File: src/rtl/writeptr_full_lvl.sv
// Write-domain pointer and status for an async dual-clock FIFO: binary/Gray write
// pointer, full, fill level, programmable almost-full and sticky overflow.
module writeptr_full_lvl #(
  parameter int ADDRSIZE    = 4,
  parameter int AFULL_LEVEL = 14
) (
  input  logic                wclk,
  input  logic                wrst_n,
  input  logic                winc,
  input  logic [ADDRSIZE:0]   wq2_rptr,
  input  logic                ovf_clr,
  output logic                wen,
  output logic [ADDRSIZE-1:0] waddr,
  output logic [ADDRSIZE:0]   wptr,
  output logic                wfull,
  output logic                walmost_full,
  output logic [ADDRSIZE:0]   wlevel,
  output logic                wovf
);

  localparam logic [ADDRSIZE:0] AFULL_THR = (ADDRSIZE+1)'(AFULL_LEVEL);
  localparam logic [ADDRSIZE:0] PTR_ZERO  = {(ADDRSIZE+1){1'b0}};

  function automatic logic [ADDRSIZE:0] bin2gray(input logic [ADDRSIZE:0] b);
    return (b >> 1) ^ b;
  endfunction

  function automatic logic [ADDRSIZE:0] gray2bin(input logic [ADDRSIZE:0] g);
    logic [ADDRSIZE:0] b;
    b = g;
    for (int i = ADDRSIZE - 1; i >= 0; i--) begin
      b[i] = b[i+1] ^ g[i];
    end
    return b;
  endfunction

  logic [ADDRSIZE:0] wbin_r;
  logic [ADDRSIZE:0] wptr_r;
  logic              wfull_r;
  logic              walmost_full_r;
  logic [ADDRSIZE:0] wlevel_r;
  logic              wovf_r;

  logic              inc_s;
  logic [ADDRSIZE:0] wbin_next_s;
  logic [ADDRSIZE:0] wgray_next_s;
  logic [ADDRSIZE:0] full_cmp_s;
  logic [ADDRSIZE:0] rbin_s;
  logic [ADDRSIZE:0] level_next_s;
  logic              full_next_s;
  logic              afull_next_s;
  logic              ovf_next_s;

  // Next-state pointer and status; full is the Gray pointer one lap ahead of rptr
  always_comb begin
    inc_s        = winc & ~wfull_r;
    wbin_next_s  = wbin_r + {{ADDRSIZE{1'b0}}, inc_s};
    wgray_next_s = bin2gray(wbin_next_s);
    full_cmp_s   = {~wq2_rptr[ADDRSIZE:ADDRSIZE-1], wq2_rptr[ADDRSIZE-2:0]};
    full_next_s  = (wgray_next_s == full_cmp_s);
    rbin_s       = gray2bin(wq2_rptr);
    level_next_s = wbin_next_s - rbin_s;
    afull_next_s = (level_next_s >= AFULL_THR);
    ovf_next_s   = (winc & wfull_r) | (wovf_r & ~ovf_clr);
  end

  // State registers, all cleared asynchronously
  always_ff @(posedge wclk or negedge wrst_n) begin
    if (!wrst_n) begin
      wbin_r         <= PTR_ZERO;
      wptr_r         <= PTR_ZERO;
      wfull_r        <= 1'b0;
      walmost_full_r <= 1'b0;
      wlevel_r       <= PTR_ZERO;
      wovf_r         <= 1'b0;
    end else begin
      wbin_r         <= wbin_next_s;
      wptr_r         <= wgray_next_s;
      wfull_r        <= full_next_s;
      walmost_full_r <= afull_next_s;
      wlevel_r       <= level_next_s;
      wovf_r         <= ovf_next_s;
    end
  end

  assign wen          = winc & ~wfull_r;
  assign waddr        = wbin_r[ADDRSIZE-1:0];
  assign wptr         = wptr_r;
  assign wfull        = wfull_r;
  assign walmost_full = walmost_full_r;
  assign wlevel       = wlevel_r;
  assign wovf         = wovf_r;

endmodule

File: config.mk
export PLATFORM = sky130hd
export DESIGN_NAME = writeptr_full_lvl
export DESIGN_NICKNAME = d
export VERILOG_FILES = /design/src/rtl/writeptr_full_lvl.sv
export SDC_FILE = /design/constraint.sdc
export NUM_CORES = 1
export LEC_CHECK = 0
export CORE_ASPECT_RATIO = 1.5
export CORE_MARGIN = 8
export CORE_UTILIZATION = 30
export CTS_BUF_LIST = sky130_fd_sc_hd__clkbuf_8 sky130_fd_sc_hd__clkbuf_16
export CTS_CLUSTER_SIZE = 14
export DETAILED_ROUTE_END_ITERATION = 12
export SLEW_MARGIN = 30
export SYNTH_ARGS = -nofsm -noshare
export SYNTH_HDL_FRONTEND = slang
export SYNTH_SLANG_ARGS = --single-unit
File: constraint.sdc
create_clock -name wclk -period 2.5 [get_ports wclk]
set_input_delay 0.5 -clock wclk [delete_from_list [all_inputs] [get_ports wclk]]
set_output_delay 0.5 -clock wclk [all_outputs]
set_load 0.03 [all_outputs]
After elaboration in Yosys (flattened, before gate mapping)
Index checks and enable logic that the tools add are counted.

operators by class
  equality and inequality tests = 1
  add/subtract/negate cells = 2
  bitwise gates (word level) = 12
  $lt $le $gt $ge = 1

operators by type and width
  kind                                                  number
  adder 5 x 1 -> 5 bit                                  1
  equality test 5 bit                                   1
  >= comparator 5 x 4 -> 1 bit (second input constant)  1
  subtractor 5 bit                                      1
  bitwise XOR 4 x 5 -> 5 bit                            1
  bitwise XOR 1 bit                                     4
  bitwise AND 1 bit                                     3
  NOT 1 bit                                             2
  NOT 2 bit                                             1
  OR 1 bit                                              1

word-level totals
  bits in registers = 18
  word-level logic and storage cells = 22
  output and inout bits = 18

Depth between registers and ports, before layout
Gate-level depths: netlist (run 1).

  depth in word-level cells = 6
  mapped depth = 10

Least setup slack after synthesis (run 1)
OpenSTA, ideal clock, no wires.

  path kind = register to register
  from = reg wfull_r (netlist: wfull)
  to = reg walmost_full_r (netlist: walmost_full)
  slack = -386 ps
  stages on the path, launching flop included = 10
  arrival time = 2770 ps
  cells stage by stage = dfrtp_1 > nor2b_1 > ha_1 > xnor2_1 > inv_1 > ha_1 > nor2b_1 > o21ai_0 > a21boi_0 > o311ai_0

between the ends
  longest elaborated chain between the ends = 5

RTL lines
  item                          RTL line  RTL
  from (decl)                   39        logic wfull_r;
  from (signal assigned)        79        wfull_r <= full_next_s;
  NOT 1 bit                     --
  bitwise AND 1 bit             --
  net wen                       12        output logic wen,
  adder 5 x 1 -> 5 bit          57        wbin_next_s = wbin_r + {{ADDRSIZE{1'b0}}, inc_s};
  net wbin_next_s[1]            45        logic [ADDRSIZE:0] wbin_next_s;
  subtractor 5 bit              62        level_next_s = wbin_next_s - rbin_s;
  >= comparator 5 x 4 -> 1 bit  63        afull_next_s = (level_next_s >= AFULL_THR);
  net afull_next_s              51        logic afull_next_s;
  to (signal assigned)          80        walmost_full_r <= afull_next_s;
  to (decl)                     40        logic walmost_full_r;

The timed path passes the listed nets, and every way through them passes these cells.

Final worst setup path (run 1)
  from = in winc
  to = reg walmost_full_r (netlist: walmost_full)

between the ends
  longest elaborated chain between the ends = 4

RTL lines
  item                          RTL line  RTL
  from (decl)                   9         input logic winc,
  bitwise AND 1 bit             56        inc_s = winc & ~wfull_r;
  adder 5 x 1 -> 5 bit          57
  net wbin_next_s[3]            45
  subtractor 5 bit              62
  >= comparator 5 x 4 -> 1 bit  63
  net afull_next_s              51

The timed path passes the listed nets, and every way through them passes these cells.

==> results.yml, run 1 <==
run:
  maxCapViolCount: 0
yosys:
  synth.yosys.seq_area_share: 0.439
  synth_seq_cells: 17
  yosys_warnings: 0
  async_flop_share: 1.00
  syn_nets: 98
  syn_inst: 82
  synth_ff_type: "dfrtp_1"
  yosysTopAreaCell: "dfrtp_1"
  yosysUniqueCellTypes: 30
  avgSynthCellArea_um2: 11.8
  netlist.area_leader.share: 0.439
  synthTopCellsByArea: "dfrtp_1 (44%), xnor2_1 (12%), ha_1 (7.8%)"
  synth-edff-count: 0
  synthesis.area_um2: 968
clock_network:
  h-tree-depth: 1
  clock_latency_ns: 0.25
  clkSlewWorstSetupHoldPaths_ns: 0.07
  cts_made_buffers: 3
  cts_buffer_depth: 2
  cts_tree: "done"
  clock-root-buffer: "clkbuf_8"
  cts_sinks: 17
power:
  power_switching_w: 0.00111
  combPwrFrac: 0.711
  p_int_w: 0.00152
  p_leak_nw: 0.713
  ir_drop_v: 0.000573
  p_per_area_nw_per_um2: 1670
  p_clk_frac: 0.079
  swShare: 0.423
  seq_power_share: 0.210
sta:
  max_slew_margin: 0.476
  setup_viol: 0
  whs_ns: 0.535
  skew_ns: 0.00179
  finalWorstSetupSlack_ns: 0.0844
  final.period_utilization: 0.966
  rsz0062_at_grt: "yes"
  hold_viol: 0
  worst_slew_pin_slew_ns: 0.783
  min_period_ns: 2.42
  fmax_ghz: 0.414
  drv_slew: 0
final_layout:
  final_cells: 173
  seqCellArea_um2: 425
  final_cell_mix: "buf_4 (23), clkdlybuf4s50_1 (22), dfrtp_1 (17), xnor2_1 (11), inv_1 (8)"
  syn_to_final_growth_pct: 63.2
  final_util: 0.505
  drive_gt1_frac: 0.361
  diodes: 0
  nets: 150
  layout_commonest_cell: "buf_4"
  fillers: 293
  design_area_um2: 1580
  multi_input_area_um2: 604
critical_path:
  critical_path_class: "in -> reg"
  required_ns: 2.65
  critPathBufInv: 1
  startpoint_type: "primary input"
  critical_path.top_delay_family: "simple AND/OR/NAND/NOR gates"
  end_kind: "flop"
  path_cells: "clkdlybuf4s50_1 -> nor2b_4 -> ha_4 -> nand3_2 -> xnor2_2 -> ha_1 -> a21boi_2 -> or3_1 -> o311ai_1"
  crit_slowest_cell: "clkdlybuf4s50_1"
  critical_path_arrival_ns: 2.57
  slowest_delay_ns: 0.48
  critPathMaxFanout: 3
routing:
  dr.pass1.iters: 4
  viasPerCell: 4.39
  ant_nets: 0
  drt-initial-drc-count: 2
  vias: 759
  routedWlPerCell_um: 12.8
  drt-total-wl_um: 2220
  drcViolationCount: 0
die:
  pin_count: 27
  die_width_um: 62.4
  row_count: 25
  start_util: 0.310
  coreArea_um2: 3130
  dieArea_um2: 5340
  die_y_um: 85.6
global_route:
  grt_max_degree: 18
  grt-ovfl-total: 0
  grt_pass1_wl_um: 3740
  grt_pass1_vias: 863
  grt.total_usage: 0.0883
  antenna_found_initial: 0
placement:
  io_buffer_count: 26
  dp_hpwl_um: 1790
  place_area_um2: 1460
  routabilityCongestion: 0.775
  dpl.cell_count: 166
  detailedPlace.worstSlack_ns: -0.591
min_path:
  hp-class: "reg -> reg"
outcome:
  outcome: "finished clean"
==> worst paths after layout <==
kind	startpoint	end	cells after the start	slack, ns
min in group asynchronous	wrst_n	wlevel[3]	1	0.70
min reg2reg	wovf	wovf	2	0.53
max reg2reg	wfull	walmost_full	8	0.41
max	winc	walmost_full	9	0.08
min	wovf	wovf	2	0.53
max in group asynchronous	wrst_n	wbin_r[1]	1	1.31
==> power by group through the flow <==
stage | Sequential [W] | Clock [W] | Combinational [W]
after floorplan | 0.000791 | 0 | 0.000798
after global placement | 0.000549 | 0 | 0.00170
after detailed placement | 0.000553 | 0 | 0.00172
after CTS | 0.000548 | 0.000218 | 0.00178
after global routing | 0.000574 | 0.000226 | 0.00203
final | 0.000554 | 0.000207 | 0.00187
==> cells in the mapped netlist (2+ instances only) <==
cell      number
dfrtp_1       17
xnor2_1       13
inv_1          8
ha_1           6
nand2_1        4
xor2_1         4
nor2b_1        3
o21ai_0        3
a21boi_0       2
nand2b_1       2
==> layer usage <==
metal  up-vias  track usage  routed length, µm
li1        369            -                  -
met1       366       0.0837                832
met2        20        0.164               1250
met3         4       0.0104                 67
met4         0       0.0750                 70
met5         -            0                  0
==> registers in the layout (all words and copies together), names as in the netlist <==
name	count
wfull	1
wptr	4
wlevel	5
walmost_full	1
wbin_r	5
wovf	1
==> per-stage QoR <==
| stage | setup TNS [ns] | total power [W] |
|---|---|---|
| floorplan | 0 | 0.00159 |
| finish | 0 | 0.00263 |
| detailed placement | -1.72 | 0.00227 |
| global placement | -1.49 | 0.00224 |
| CTS | 0 | 0.00255 |
| global route | -0.0249 | 0.00283 |
==> what timing repair did <==
action / in CTS / in global routing
gates resized for setup: 8 / 14
setup endpoints to repair: 2 / 3
buffers inserted: 2 / 1
pin swaps: 4 / 10
hold buffers: 0 / 0
==> worst register-to-register path: stages (launching register included) <==
cell      delay, ns
dfrtp_1        0.42
nor2b_4        0.19
ha_4           0.17
nand3_2        0.11
xnor2_2        0.17
ha_1           0.32
a21boi_2       0.17
or3_1          0.33
o311ai_1       0.10
==> cells by family after synthesis <==
| kind of cell | after synthesis | synth area share |
|---|---|---|
| buffers and inverters | 10 | 0.0413 |
| AO/OA/AOI/OAI | 10 | 0.0749 |
| AND/OR/NAND/NOR | 17 | 0.111 |
| flip-flops | 17 | 0.439 |
| XOR/XNOR | 21 | 0.235 |
| adder cells (fa/ha/maj) | 7 | 0.0982 |
==> cell type report <==
| cell class | instances | share of cell area |
|---|---|---|
| multi-input combinational | 55 | 0.382 |
| sequential | 17 | 0.269 |
| timing repair buffer | 49 | 0.268 |
| tap | 40 | 0.0317 |
| clock buffer | 3 | 0.0261 |
| inverter | 8 | 0.0190 |
| clock inverter | 1 | 0.00317 |
No activity file was read; power rests on OpenSTA's default activity.
==> run 2, diff against run 1 <==
--- a/config.mk
+++ b/config.mk
@@ -9,8 +9,10 @@
 export CORE_MARGIN = 8
 export CORE_UTILIZATION = 30
 export CTS_BUF_LIST = sky130_fd_sc_hd__clkbuf_8 sky130_fd_sc_hd__clkbuf_16
+export CTS_CLUSTER_DIAMETER = 80
 export CTS_CLUSTER_SIZE = 14
 export DETAILED_ROUTE_END_ITERATION = 12
+export REMOVE_ABC_BUFFERS = 1
 export SLEW_MARGIN = 30
 export SYNTH_ARGS = -nofsm -noshare
 export SYNTH_HDL_FRONTEND = slang
==> constraint.sdc (replaced) <==
create_clock -name wclk -period 2.5 [get_ports wclk]
set_input_delay 0.25 -clock wclk [delete_from_list [all_inputs] [get_ports wclk]]
set_output_delay 0.25 -clock wclk [all_outputs]
set_load 0.03 [all_outputs]
==> results.yml, run 2 (synthesized netlist as in run 1, its figures left out) <==
global_route:
  grt_max_degree: 18
  antenna_found_initial: 0
  grt.total_usage: 0.0825
  grt_pass1_wl_um: 3530
  grt_pass1_vias: 806
  grt-ovfl-total: 0
die:
  pin_count: 27
  die_width_um: 62.4
  row_count: 25
  coreArea_um2: 3130
  die_y_um: 85.6
  start_util: 0.310
  dieArea_um2: 5340
placement:
  place_area_um2: 1420
  routabilityCongestion: 0.820
  dpl.cell_count: 166
  dp_hpwl_um: 1720
  detailedPlace.worstSlack_ns: -0.413
  io_buffer_count: 26
run:
  maxCapViolCount: 0
power:
  p_leak_nw: 0.687
  p_per_area_nw_per_um2: 1680
  ir_drop_v: 0.000631
  p_total_w: 0.00251
routing:
  routedWlPerCell_um: 12.4
  ant_nets: 0
  dr.pass1.iters: 2
  drt-total-wl_um: 2110
  drt-initial-drc-count: 7
  viasPerCell: 4.31
  vias: 733
  drcViolationCount: 0
sta:
  setup_viol: 0
  min_period_ns: 2.39
  fmax_ghz: 0.418
  rsz0062_at_grt: "no"
  final.period_utilization: 0.956
  max_slew_margin: 0.494
  finalWorstSetupSlack_ns: 0.110
  drv_slew: 0
  hold_viol: 0
  worst_slew_pin_slew_ns: 0.757
  fin_setup_tns_ns: 0
  skew_ns: 0.00400
critical_path:
  reg2reg_depth: 9
  critPathMaxFanout: 5
  critPathBufInv: 2
  crit_slowest_cell: "clkdlybuf4s50_1"
  critical_path.top_delay_family: "simple AND/OR/NAND/NOR gates"
  crit_cells: 10
  crit_top_cell: "ha_1"
  end_kind: "flop"
  critical_path_class: "in -> reg"
  slowest_delay_ns: 0.47
  required_ns: 2.65
  startpoint_type: "primary input"
  critical_path_arrival_ns: 2.54
  path_cells: "clkdlybuf4s50_1 -> nor2b_1 -> ha_1 -> buf_4 -> nand3_1 -> xnor2_2 -> ha_1 -> a21boi_2 -> or3_1 -> o311ai_1"
final_layout:
  diodes: 0
  nets: 147
  final_cells: 170
  final_cell_mix: "clkdlybuf4s50_1 (24), buf_4 (20), dfrtp_1 (17), xnor2_1 (11), inv_1 (8)"
  design_area_um2: 1490
  drive_gt1_frac: 0.262
  syn_to_final_growth_pct: 54.1
  layout_commonest_cell: "clkdlybuf4s50_1"
min_path:
  hp-class: "in -> async"
clock_network:
  h-tree-depth: 1
  cts_made_buffers: 3
  clkSlewWorstSetupHoldPaths_ns: 0.07
  clock_latency_ns: 0.25
  postCtsHoldBufs: 0
  cts_sinks: 17
  cts_buffer_depth: 2
  clock-root-buffer: "clkbuf_8"
  cts_tree: "done"
outcome:
  outcome: "finished clean"
run 2: changes by cell type in the layout (fill, tap and decap cells not counted), sizes merged:
cell / before / now
clkdlybuf4s50: 22 / 24
buf: 23 / 20
clkbuf: 5 / 3
run 2: worst paths after layout:
path,start,end,slack [ns]
worst max-delay path,winc,walmost_full,0.11
worst min-delay path,wrst_n,wbin_r[2],0.44
worst max register to register,wfull,walmost_full,0.20
worst min register to register,wfull,wovf,0.52
max in group asynchronous,wrst_n,wbin_r[1],1.58
min in group wclk,wfull,wovf,0.52
run 2: area by class of cell:
type	instances	area (µm²)
multi-input combinational	55	529
inverter	8	30.0
sequential	17	425
fill	298	1640
clock buffer	3	41.3
timing repair buffer	46	412
clock inverter	1	5.00
tap	40	50.0
run 2: per-layer routing:
metal	part of all wire	track usage	vias to the layer above
met5	0	0	-
met2	0.51	0.144	21
met4	0.027	0.0625	0
met1	0.40	0.0811	345
li1	-	-	363
met3	0.061	0.0235	4
run 2: report_power, final:
group / internal [W] / switching, W
Clock: 0.000111 / 0.0000956
Combinational: 0.000911 / 0.000852
Sequential: 0.000429 / 0.000110
run 2: timing repair:
item,4_1_cts,5_1_grt
pin swaps,4,3
resized for setup,4,6
buffers inserted,0,0
endpoints found under the setup margin,2,3
run 2: through the flow:
step	hold WS (ns)	utilization
floorplan	-0.0456	-
global placement	0.502	0.454
detailed placement	0.509	0.454
CTS	0.479	0.470
global route	0.525	0.477
finish	0.444	0.477
==> run 3, diff against run 2 <==
--- a/config.mk
+++ b/config.mk
@@ -6,7 +6,7 @@
 export NUM_CORES = 1
 export LEC_CHECK = 0
 export CORE_ASPECT_RATIO = 1.5
-export CORE_MARGIN = 8
+export CORE_MARGIN = 10
 export CORE_UTILIZATION = 30
 export CTS_BUF_LIST = sky130_fd_sc_hd__clkbuf_8 sky130_fd_sc_hd__clkbuf_16
 export CTS_CLUSTER_DIAMETER = 80
==> results.yml, run 3 (synthesized netlist as in run 1, its figures left out) <==
clock_network:
  cts_tree: "done"
  cts_made_buffers: 3
  clock_latency_ns: 0.26
  cts_buffer_depth: 2
  h-tree-depth: 1
  clkSlewWorstSetupHoldPaths_ns: 0.07
  cts_sinks: 17
  clock-root-buffer: "clkbuf_8"
min_path:
  hp-class: "in -> async"
global_route:
  grt_pass1_vias: 752
  grt.total_usage: 0.0783
  antenna_found_initial: 0
  grt_pass1_wl_um: 3490
  grt-ovfl-total: 0
  grt_max_degree: 18
critical_path:
  end_kind: "flop"
  critPathMaxFanout: 5
  cp-startpoint: "winc"
  startpoint_type: "primary input"
  critical_path_arrival_ns: 2.51
  critical_path_class: "in -> reg"
  r2r-start: "wfull"
  path_cells: "clkdlybuf4s50_1 -> nor2b_1 -> ha_1 -> buf_4 -> nand3_1 -> xnor2_1 -> ha_1 -> a21boi_1 -> or3_1 -> o311ai_1"
  crit_top_cell: "ha_1"
  slowest_delay_ns: 0.48
  crit_slowest_cell: "clkdlybuf4s50_1"
  required_ns: 2.66
final_layout:
  nets: 148
  final_cell_mix: "clkdlybuf4s50_1 (24), buf_4 (21), dfrtp_1 (17), xnor2_1 (13), inv_1 (8)"
  layout_commonest_cell: "clkdlybuf4s50_1"
  final_cells: 171
  syn_to_final_growth_pct: 53.1
  drive_gt1_frac: 0.244
  diodes: 0
routing:
  drcViolationCount: 0
  drt-total-wl_um: 2120
  drt-initial-drc-count: 10
  dr.pass1.iters: 2
  ant_nets: 0
  routedWlPerCell_um: 12.4
  vias: 751
  viasPerCell: 4.39
sta:
  drv_slew: 0
  setup_viol: 0
  final.period_utilization: 0.940
  max_slew_margin: 0.498
  skew_ns: 0.00660
  fin_setup_tns_ns: 0
  min_period_ns: 2.35
  finalWorstSetupSlack_ns: 0.150
  fmax_ghz: 0.426
  worst_slew_pin_slew_ns: 0.750
  rsz0062_at_grt: "yes"
  hold_viol: 0
  whs_ns: 0.433
run:
  maxCapViolCount: 0
power:
  ir_drop_v: 0.000605
  p_total_w: 0.00248
  p_leak_nw: 0.675
  p_per_area_nw_per_um2: 1670
die:
  pin_count: 27
  coreArea_um2: 3130
  start_util: 0.310
  die_y_um: 89.6
  die_width_um: 66.4
  row_count: 25
  dieArea_um2: 5950
placement:
  routabilityCongestion: 0.822
  io_buffer_count: 26
  detailedPlace.worstSlack_ns: -0.344
  dpl.cell_count: 166
  dp_hpwl_um: 1790
outcome:
  outcome: "finished clean"
==> run 3: path summary, 6_finish.rpt <==
check                                to  slack, ns  depth (start not counted)
max                        walmost_full       0.15                         10
max reg2reg                walmost_full       0.25                          9
min                           wbin_r[0]       0.43                          1
min reg2reg                        wovf       0.53                          2
min in group wclk                  wovf       0.53                          2
max in group asynchronous       wptr[2]       1.59                          1
==> run 3: routing by layer <==
| metal | track usage | up-vias | wire [µm] |
|---|---|---|---|
| met1 | 0.0810 | 359 | 813 |
| met5 | 0 | - | 0 |
| met3 | 0.0186 | 5 | 162 |
| met4 | 0.0688 | 0 | 81 |
| met2 | 0.128 | 22 | 1070 |
| li1 | - | 365 | - |
==> run 3: critical path, delay by kind of cell <==
kind | cells | cell delay (ns)
and+or+nand+nor | 3 | 0.63
xor gates and xnor gates | 1 | 0.24
adders and majority gates | 2 | 0.51
buffers and inverters | 2 | 0.64
AOI/OAI and AO/OA | 2 | 0.24
==> run 3: cell type report <==
type | count | area (µm²)
multi-input combinational | 55 | 515
clock buffer | 3 | 41.3
timing repair buffer | 47 | 415
sequential | 17 | 425
clock inverter | 1 | 5.00
tap | 40 | 50.0
inverter | 8 | 30.0
fill | 300 | 1650
==> run 3: timing repair <==
action,CTS,global route
endpoints found under the setup margin,1,2
pin swaps,3,0
gates resized for setup,3,5
hold buffers,0,0
setup buffers,1,0
==> run 3: per-stage QoR <==
step                      instance area, µm²   util
final                                   1480  0.474
after global routing                    1480  0.474
after CTS                               1470  0.470
after detailed placement                1420  0.454
after global placement                  1420  0.454
after floorplan                          958      -
==> run 3: power breakdown <==
group | leakage, nW | internal, W | switching, W | total [W]
combinational | 0.446 | 0.000895 | 0.000844 | 0.00174
sequential | 0.203 | 0.000429 | 0.000105 | 0.000535
clock | 0.0255 | 0.000111 | 0.0000980 | 0.000209
total | 0.675 | 0.00143 | 0.00105 | 0.00248
